--- config.mk ---
export PLATFORM = sky130hd
export DESIGN_NAME = i2c_cmd_arbiter
export DESIGN_NICKNAME = d
export VERILOG_FILES = /design/src/rtl/i2c_cmd_arbiter.sv
export SDC_FILE = /design/constraint.sdc
export NUM_CORES = 1
export LEC_CHECK = 0
export CAP_MARGIN = 20
export CORE_AREA = 2 2 189 191
export DETAILED_ROUTE_END_ITERATION = 10
export DIE_AREA = 0 0 191 193
export SLEW_MARGIN = 10
export SYNTH_ARGS = -nofsm -noshare
export SYNTH_HDL_FRONTEND = slang
export SYNTH_SLANG_ARGS = --single-unit
--- constraint.sdc ---
create_clock -name clk -period 4.3 [get_ports clk]
set_input_delay 0.86 -clock clk [delete_from_list [all_inputs] [get_ports clk]]
set_output_delay 0.86 -clock clk [all_outputs]
set_load 0.05 [all_outputs]
--- src/rtl/i2c_cmd_arbiter.sv ---
// Round-robin arbiter sharing one i2c_master between NUM_REQ requesters.
// Latches the winner's command, strobes the master once, and returns the result to the winner.
module i2c_cmd_arbiter #(
  parameter int NUM_REQ        = 4,
  parameter int DATA_WIDTH     = 8,
  parameter int TIMEOUT_CYCLES = 65535
) (
  input  logic                            clk,
  input  logic                            rst,
  input  logic [NUM_REQ-1:0]              req_valid,
  output logic [NUM_REQ-1:0]              req_ready,
  input  logic [NUM_REQ*16-1:0]           req_addr,
  input  logic [NUM_REQ*DATA_WIDTH*8-1:0] req_data,
  input  logic [NUM_REQ*8-1:0]            req_len,
  output logic [NUM_REQ-1:0]              rsp_valid,
  output logic [3:0]                      rsp_error,
  output logic [7:0]                      rsp_data,
  output logic                            m_valid_cmd,
  output logic [15:0]                     m_addr,
  output logic [DATA_WIDTH*8-1:0]         m_data_in,
  output logic [7:0]                      m_data_lenght,
  input  logic                            m_done,
  input  logic [3:0]                      m_error,
  input  logic [7:0]                      m_data_out,
  output logic [1:0]                      dbg_state
);

  localparam int GW  = $clog2(NUM_REQ);
  localparam int DW8 = DATA_WIDTH * 8;
  localparam int CW  = (TIMEOUT_CYCLES > 2) ? $clog2(TIMEOUT_CYCLES) : 1;

  // Handshake: a requester holds req_valid with stable addr/data/len until it sees the
  // one-cycle req_ready pulse; the result arrives later as a one-cycle rsp_valid pulse
  // with rsp_error/rsp_data, which then hold until the next response.
  typedef enum logic [1:0] {
    IDLE  = 2'd0,
    ISSUE = 2'd1,
    WAIT  = 2'd2,
    RESP  = 2'd3
  } state_t;

  state_t              state, state_nxt;
  logic [GW-1:0]       last_grant, grant, win_idx;
  logic [NUM_REQ-1:0]  upper_req;
  logic                reject;
  logic [CW-1:0]       tmo_cnt;
  logic                tmo_hit;
  logic [3:0]          res_err;
  logic [7:0]          res_data;
  logic [15:0]         sel_addr;
  logic [DW8-1:0]      sel_data;
  logic [7:0]          sel_len;
  logic                sel_read;
  logic                sel_reject;

  function automatic logic [GW-1:0] lowest_set(input logic [NUM_REQ-1:0] v);
    lowest_set = '0;
    for (int i = NUM_REQ - 1; i >= 0; i--) begin
      if (v[i]) lowest_set = GW'(i);
    end
  endfunction

  // Requests above the last grant take precedence; otherwise wrap to the lowest index.
  always_comb begin
    upper_req = '0;
    for (int i = 0; i < NUM_REQ; i++) begin
      upper_req[i] = req_valid[i] && (GW'(i) > last_grant);
    end
    win_idx = (|upper_req) ? lowest_set(upper_req) : lowest_set(req_valid);
  end

  assign sel_addr   = req_addr[win_idx*16 +: 16];
  assign sel_data   = req_data[win_idx*DW8 +: DW8];
  assign sel_len    = req_len[win_idx*8 +: 8];
  assign sel_read   = sel_addr[8];
  assign sel_reject = !sel_read && ((sel_len == 8'd0) || (32'(sel_len) > DATA_WIDTH));
  assign tmo_hit    = (tmo_cnt == CW'(TIMEOUT_CYCLES - 1));

  assign rsp_error = res_err;
  assign rsp_data  = res_data;

  always_ff @(posedge clk or negedge rst) begin
    if (!rst) state <= IDLE;
    else      state <= state_nxt;
  end

  always_comb begin
    state_nxt = state;
    case (state)
      IDLE:    if (|req_valid) state_nxt = ISSUE;
      ISSUE:   state_nxt = reject ? RESP : WAIT;
      WAIT:    if (m_done || tmo_hit) state_nxt = RESP;
      RESP:    state_nxt = IDLE;
      default: state_nxt = IDLE;
    endcase
  end

  always_comb begin
    req_ready   = '0;
    rsp_valid   = '0;
    m_valid_cmd = 1'b0;
    dbg_state   = state;
    case (state)
      ISSUE: begin
        req_ready[grant] = 1'b1;
        m_valid_cmd      = !reject;
      end
      RESP:    rsp_valid[grant] = 1'b1;
      default: ;
    endcase
  end

  always_ff @(posedge clk or negedge rst) begin
    if (!rst) begin
      last_grant    <= GW'(NUM_REQ - 1);
      grant         <= '0;
      reject        <= 1'b0;
      tmo_cnt       <= '0;
      res_err       <= '0;
      res_data      <= '0;
      m_addr        <= '0;
      m_data_in     <= '0;
      m_data_lenght <= '0;
    end else begin
      case (state)
        IDLE: begin
          if (|req_valid) begin
            grant         <= win_idx;
            reject        <= sel_reject;
            m_addr        <= sel_addr;
            m_data_in     <= sel_data;
            m_data_lenght <= sel_read ? 8'd1 : sel_len;
          end
        end
        ISSUE: begin
          if (reject) begin
            res_err  <= 4'hE;
            res_data <= 8'h00;
          end
        end
        WAIT: begin
          tmo_cnt <= tmo_cnt + CW'(1);
          if (m_done) begin
            res_err  <= m_error;
            res_data <= m_data_out;
          end else if (tmo_hit) begin
            res_err  <= 4'hF;
            res_data <= 8'h00;
          end
        end
        RESP: begin
          last_grant <= grant;
          tmo_cnt    <= '0;
        end
        default: ;
      endcase
    end
  end

endmodule

# Yosys cells after proc, flatten, opt, wreduce, memory -nomap -nowiden
# Index checks and enable logic that the tools add are counted.
# classes
n_addsub	1
n_lt_le_gt_ge	7
n_eq_ne	8
n_shift	3
muxes	28
n_reduce_logical	19
# ops
operator	n
$shiftx A256 B9 Y64	1
$shiftx A64 B7 Y16	1
$mux W8	4
$pmux W16 S2	1
$shiftx A32 B6 Y8	1
$mux W2	11
$mux W4	5
$add A16 B1 Y16 const B	1
$eq A16 B16 Y1 const B	1
$pmux W8 S2	1
$gt A8 B4 Y1 const B	1
$logic_not A8 Y1	1
$pmux W2 S4	1
$pmux W4 S2	1
$reduce_or A4 Y1	2
$logic_and A1 B1 Y1	6
$ne A2 B2 Y1 const B	3
$eq A2 B2 Y1 const B	2
$gt A1 B2 Y1 const A	2
$gt A2 B2 Y1 const A	2
$reduce_and A2 Y1	2
$reduce_bool A2 Y1	2
$lt A2 B3 Y1 const B	1
$mux W1	3
8 further kinds	10
# word_totals
regBits	123
in_bits	371
wordCells	76

# Logic depth before layout (Yosys ltp)
# logic_depth
depth_word	11
mapped_depth	10
mapped_depth_nobuf	8

# Worst setup path after synthesis
# Ideal clock, no wire load.
# synth_timing
path_type	in2reg
from	in req_valid[3]
to	reg reject
setup_ns	0.064
arrival_ns	3.091
t_required_ns	4.236
path_slack_ns	1.145
cell_stages	7
cell_sequence	a21bo_1 a21oi_2 nor3_2 mux4_2 or4_1 a311oi_1 a21o_1
# synth_between
elab_chain_len	10
elab_cells_between_ends	20
cone_classes	order compare: 1; shift: 2; mux: 9; reduce/logical: 8
# synth_lines
element	line	source
from (decl)	10	input logic [NUM_REQ-1:0] req_valid,
$logic_and A1 B1 Y1	67	upper_req[i] = req_valid[i] && (GW'(i) > last_grant);
$mux W2 (4 in series)	59	if (v[i]) lowest_set = GW'(i);
$mux W2	69	win_idx = (|upper_req) ? lowest_set(upper_req) : lowest_set(req_valid);
$shiftx A32 B6 Y8	74	assign sel_len = req_len[win_idx*8 +: 8];
$gt A8 B4 Y1 / $logic_not A8 Y1 (equally long branches)	76	assign sel_reject = !sel_read && ((sel_len == 8'd0) || (32'(sel_len) > DATA_WIDTH));
$logic_or A1 B1 Y1	76	
$logic_and A1 B1 Y1	76	
to (signal assigned)	129	reject <= sel_reject;
to (decl)	45	logic reject;
# Parallel ways exist; a longest one is shown, timed or not.
# A chain may end at the register's enable or synchronous reset.

# Final worst setup path
# layout_timing
from	reg state[1], in the netlist dbg_state[1]
to	out rsp_valid[0]
# layout_between
elab_chain_len	2
# layout_lines
element	line	source
from (decl)	42	state_t state, state_nxt;
from (signal assigned)	84	else state <= state_nxt;
$eq A2 B2 Y1	103	case (state)
$mux W4	103	
to (decl)	15	output logic [NUM_REQ-1:0] rsp_valid,
# Every way passes these cells.

==> results.tsv <==
stage	metric	value	unit
floorplan	core_region_area	0.03496	mm2
global_routing	grt_pass1_vias	8433	
synth	syn_area	0.007691	mm2
synth	synth_top_family_by_area	simple AND/OR/NAND/NOR gates	
timing	post-route-min-period	3.552	ns
global_routing	grt_pass1_wl	47620	um
placed_design	place.gp.congestion	0.8753	
floorplan	pin_count	482	
setup_path	critPathLaunchType	register	
clock_tree	htree_levels	4	
power	ir_drop	0.3527	mV
route	finalWirelength	32270	um
synth	synth_compound_area_frac	0.1396	
setup_path	startpoint	dbg_state[1]	
floorplan	die_area	0.03686	mm2
timing	finalWorstSetupSlack	0.7480	ns
worst_hold_path	hold_class	register to register	
setup_path	path_cells	ha_1, nor3b_1, clkdlybuf4s50_1	
floorplan	initial_utilization	0.2200	
route	vias	8924	
synth	synth-xor-area-share	0.01480	
synth	synth-simple-area-share	0.3530	
synth	ys.flop_type	dfrtp_1	
flow_run	max-cap-violations	0	
clock_tree	cts_tree	yes	
setup_path	critPathMaxStageDelay	0.86	ns
timing	tightest_slew	0.9537	ns
layout	layout_common_cells	nand2_1, clkdlybuf4s50_1, o21ai_0	
power	p_leak	5.921	nW
floorplan	rows	69	
power	pwr_density_cell	682.0	mW/mm2
placed_design	portBuffers	481	
clock_tree	insertion_delay	0.42	ns
synth	synth_fa_ha_area_frac	0.01139	
run_status	status	complete, no violations	
clock_tree	post_cts_buffers	0	
worst_hold_path	hp-start	m_addr[8]	
clock_tree	cts-buffers-inserted	17	
route	drc	0	
power	totalPowerFinal	0.009241	W
global_routing	grt_usage	0.1672	
layout	nets	1935	
route	first_iter_violations	394	
timing	clock.fmax	281.5	MHz
synth	yosysWarnings	0	
synth	synthCells	1126	
setup_path	critical_path_class	register to output pin	
route	wl_per_cell	15.88	um
timing	hold_violations	0	
route	antenna_left	0	
global_routing	overflow	0	
setup_path	critPathArrivalTime	2.69	ns
clock_tree	clock_sinks	123	
synth	async_flop_share	1.000	
setup_path	critPathMaxFanout	23	
floorplan	die_height	193	um
layout	layout-drive-gt1-share	0.03885	
layout	fillers	3671	
setup_path	cp_top_family	buffers and inverters	
timing	finalSetupViolations	0	
placed_design	dp_hpwl	24480	um
setup_path	required	3.44	ns
synth	synth-edff-count	0	
setup_path	crit_path_end_kind	output pin	
timing	rsz0062_at_grt	no	
layout	final_common_cell	nand2_1	
layout	area_delta_synth_final	76.17	%
timing	setup_tns	0	ns
synth	avgSynthCellArea	6.830	um2
clock_tree	clock_path_buffers	2	
route	viasPerCell	4.392	
clock_tree	cts_resized	0	
clock_tree	cts_root_buf	clkbuf_16	
synth	muxShareOfSynthArea	0.02766	
global_routing	grt_max_degree	99	
timing	fin_skew	0.02163	ns
setup_path	worst_path_max_delay_cell	clkdlybuf4s50_1	
clock_tree	cts_hold_buf	0	
timing	drv_slew	0	
route	firstDrtPassIters	5	
clock_tree	clk_pin_slew	0.06	ns
floorplan	die_w	191	um
global_routing	grt_antenna_before_repair	2	
synth	ys_seq_area_frac	0.4005	
timing	fin_crit_sh	0.8261	
timing	relSlewSlack	0.3642	
placed_design	place_ws	0.4113	ns
setup_path	cp_num_buf_inv	1	
synth	synth_seq_cells	123	
setup_path	rr_startpoint	last_grant[1]	
synth	synth_nets	1504	
synth	synth.distinct_cells	46	
## sequential cells by signal, indices dropped and copies added, names as in the netlist
signal,cells
m_data_in,64
m_addr,16
tmo_cnt,16
m_data_lenght,8
rsp_data,8
rsp_error,4
dbg_state,2
grant,2
last_grant,2
reject,1
## logic make-up (layout without fill, tap and decap cells)
group / count (synthesis) / after routing
AO/OA/AOI/OAI: 204 / 204
XOR/XNOR: 13 / 13
adder cells (fa/ha/maj): 7 / 7
buffers and inverters: 97 / 541
flip-flops: 123 / 123
multiplexers: 14 / 14
other: 0 / 1
AND/OR/NAND/NOR: 668 / 668
## power by group
| group | switching (W) | leakage (nW) | internal, W | total (W) |
|---|---|---|---|---|
| logic | 0.00379 | 4.09 | 0.00193 | 0.00573 |
| registers | 0.000315 | 1.54 | 0.00167 | 0.00198 |
| clock network | 0.000607 | 0.295 | 0.000924 | 0.00153 |
| total | 0.00472 | 5.92 | 0.00453 | 0.00924 |
## metrics by stage
step,utilization,std cells,hold slack (ns),instance area (um2)
detailed placement,0.3700,1999,0.4677,12940
global placement,0.3700,1999,0.4597,12940
CTS,0.3874,2031,0.4832,13550
floorplan,-,1126,0.4684,7691
global route,0.3875,2032,0.4952,13550
finish,0.3875,2032,0.4753,13550
## layer usage
layer,part of all wire,GRT usage
met2,0.50,0.2963
met4,0.0089,0.03309
met5,0.00040,0
met3,0.084,0.05213
met1,0.40,0.1994
## synth_stat cells (2+ instances only)
cell / instances / share of area
a21oi_1: 10 / 0.0065
o21ai_0: 180 / 0.12
buf_2: 11 / 0.0072
a21o_1: 2 / 0.0020
mux4_1: 2 / 0.0068
or3_1: 3 / 0.0024
a22oi_1: 2 / 0.0020
clkbuf_1: 54 / 0.026
nand2b_1: 6 / 0.0049
nor3_1: 2 / 0.0013
mux2i_1: 7 / 0.0091
ha_1: 7 / 0.011
nor2_1: 30 / 0.015
inv_1: 15 / 0.0073
nand3_1: 92 / 0.060
dfrtp_1: 121 / 0.39
and3b_1: 2 / 0.0023
dfstp_2: 2 / 0.0068
nor3b_1: 2 / 0.0020
nand4_1: 3 / 0.0024
mux2_2: 2 / 0.0029
mux4_2: 3 / 0.0088
nor4_1: 2 / 0.0016
nand2_1: 514 / 0.25
and3_1: 4 / 0.0033
buf_1: 9 / 0.0044
nor2b_1: 2 / 0.0016
xor2_1: 12 / 0.014
buf_4: 8 / 0.0078
## path summary, 6_finish.rpt
check | to | slack (ns) | cells past startpoint
worst max-delay path | rsp_valid[0] | 0.75 | 3
worst max register to register | reject | 1.20 | 7
worst min-delay path | m_addr[8] | 0.48 | 2
min in group asynchronous | m_addr[0] | 0.57 | 1
max in group asynchronous | m_data_in[14] | 2.78 | 2
worst min register to register | m_addr[8] | 0.48 | 2
## worst min-delay path, stage by stage (launching register included)
cell and delay [ns]:
dfrtp_1 0.34, nand2_1 0.05, nand2_1 0.05
## cell type report
type                    count  area (um2)  area share
well taps                 461       576.8     0.04257
clock buffers              17       425.4     0.03140
diodes                      1       2.502   0.0001847
clock inverters            15       185.2     0.01367
inverters                  15       56.30    0.004156
multi-input cells         906        4234      0.3125
repair buffers            494        4989      0.3682
flip-flops and latches    123        3080      0.2274
Note: power is estimated with default switching activity, not from simulation.
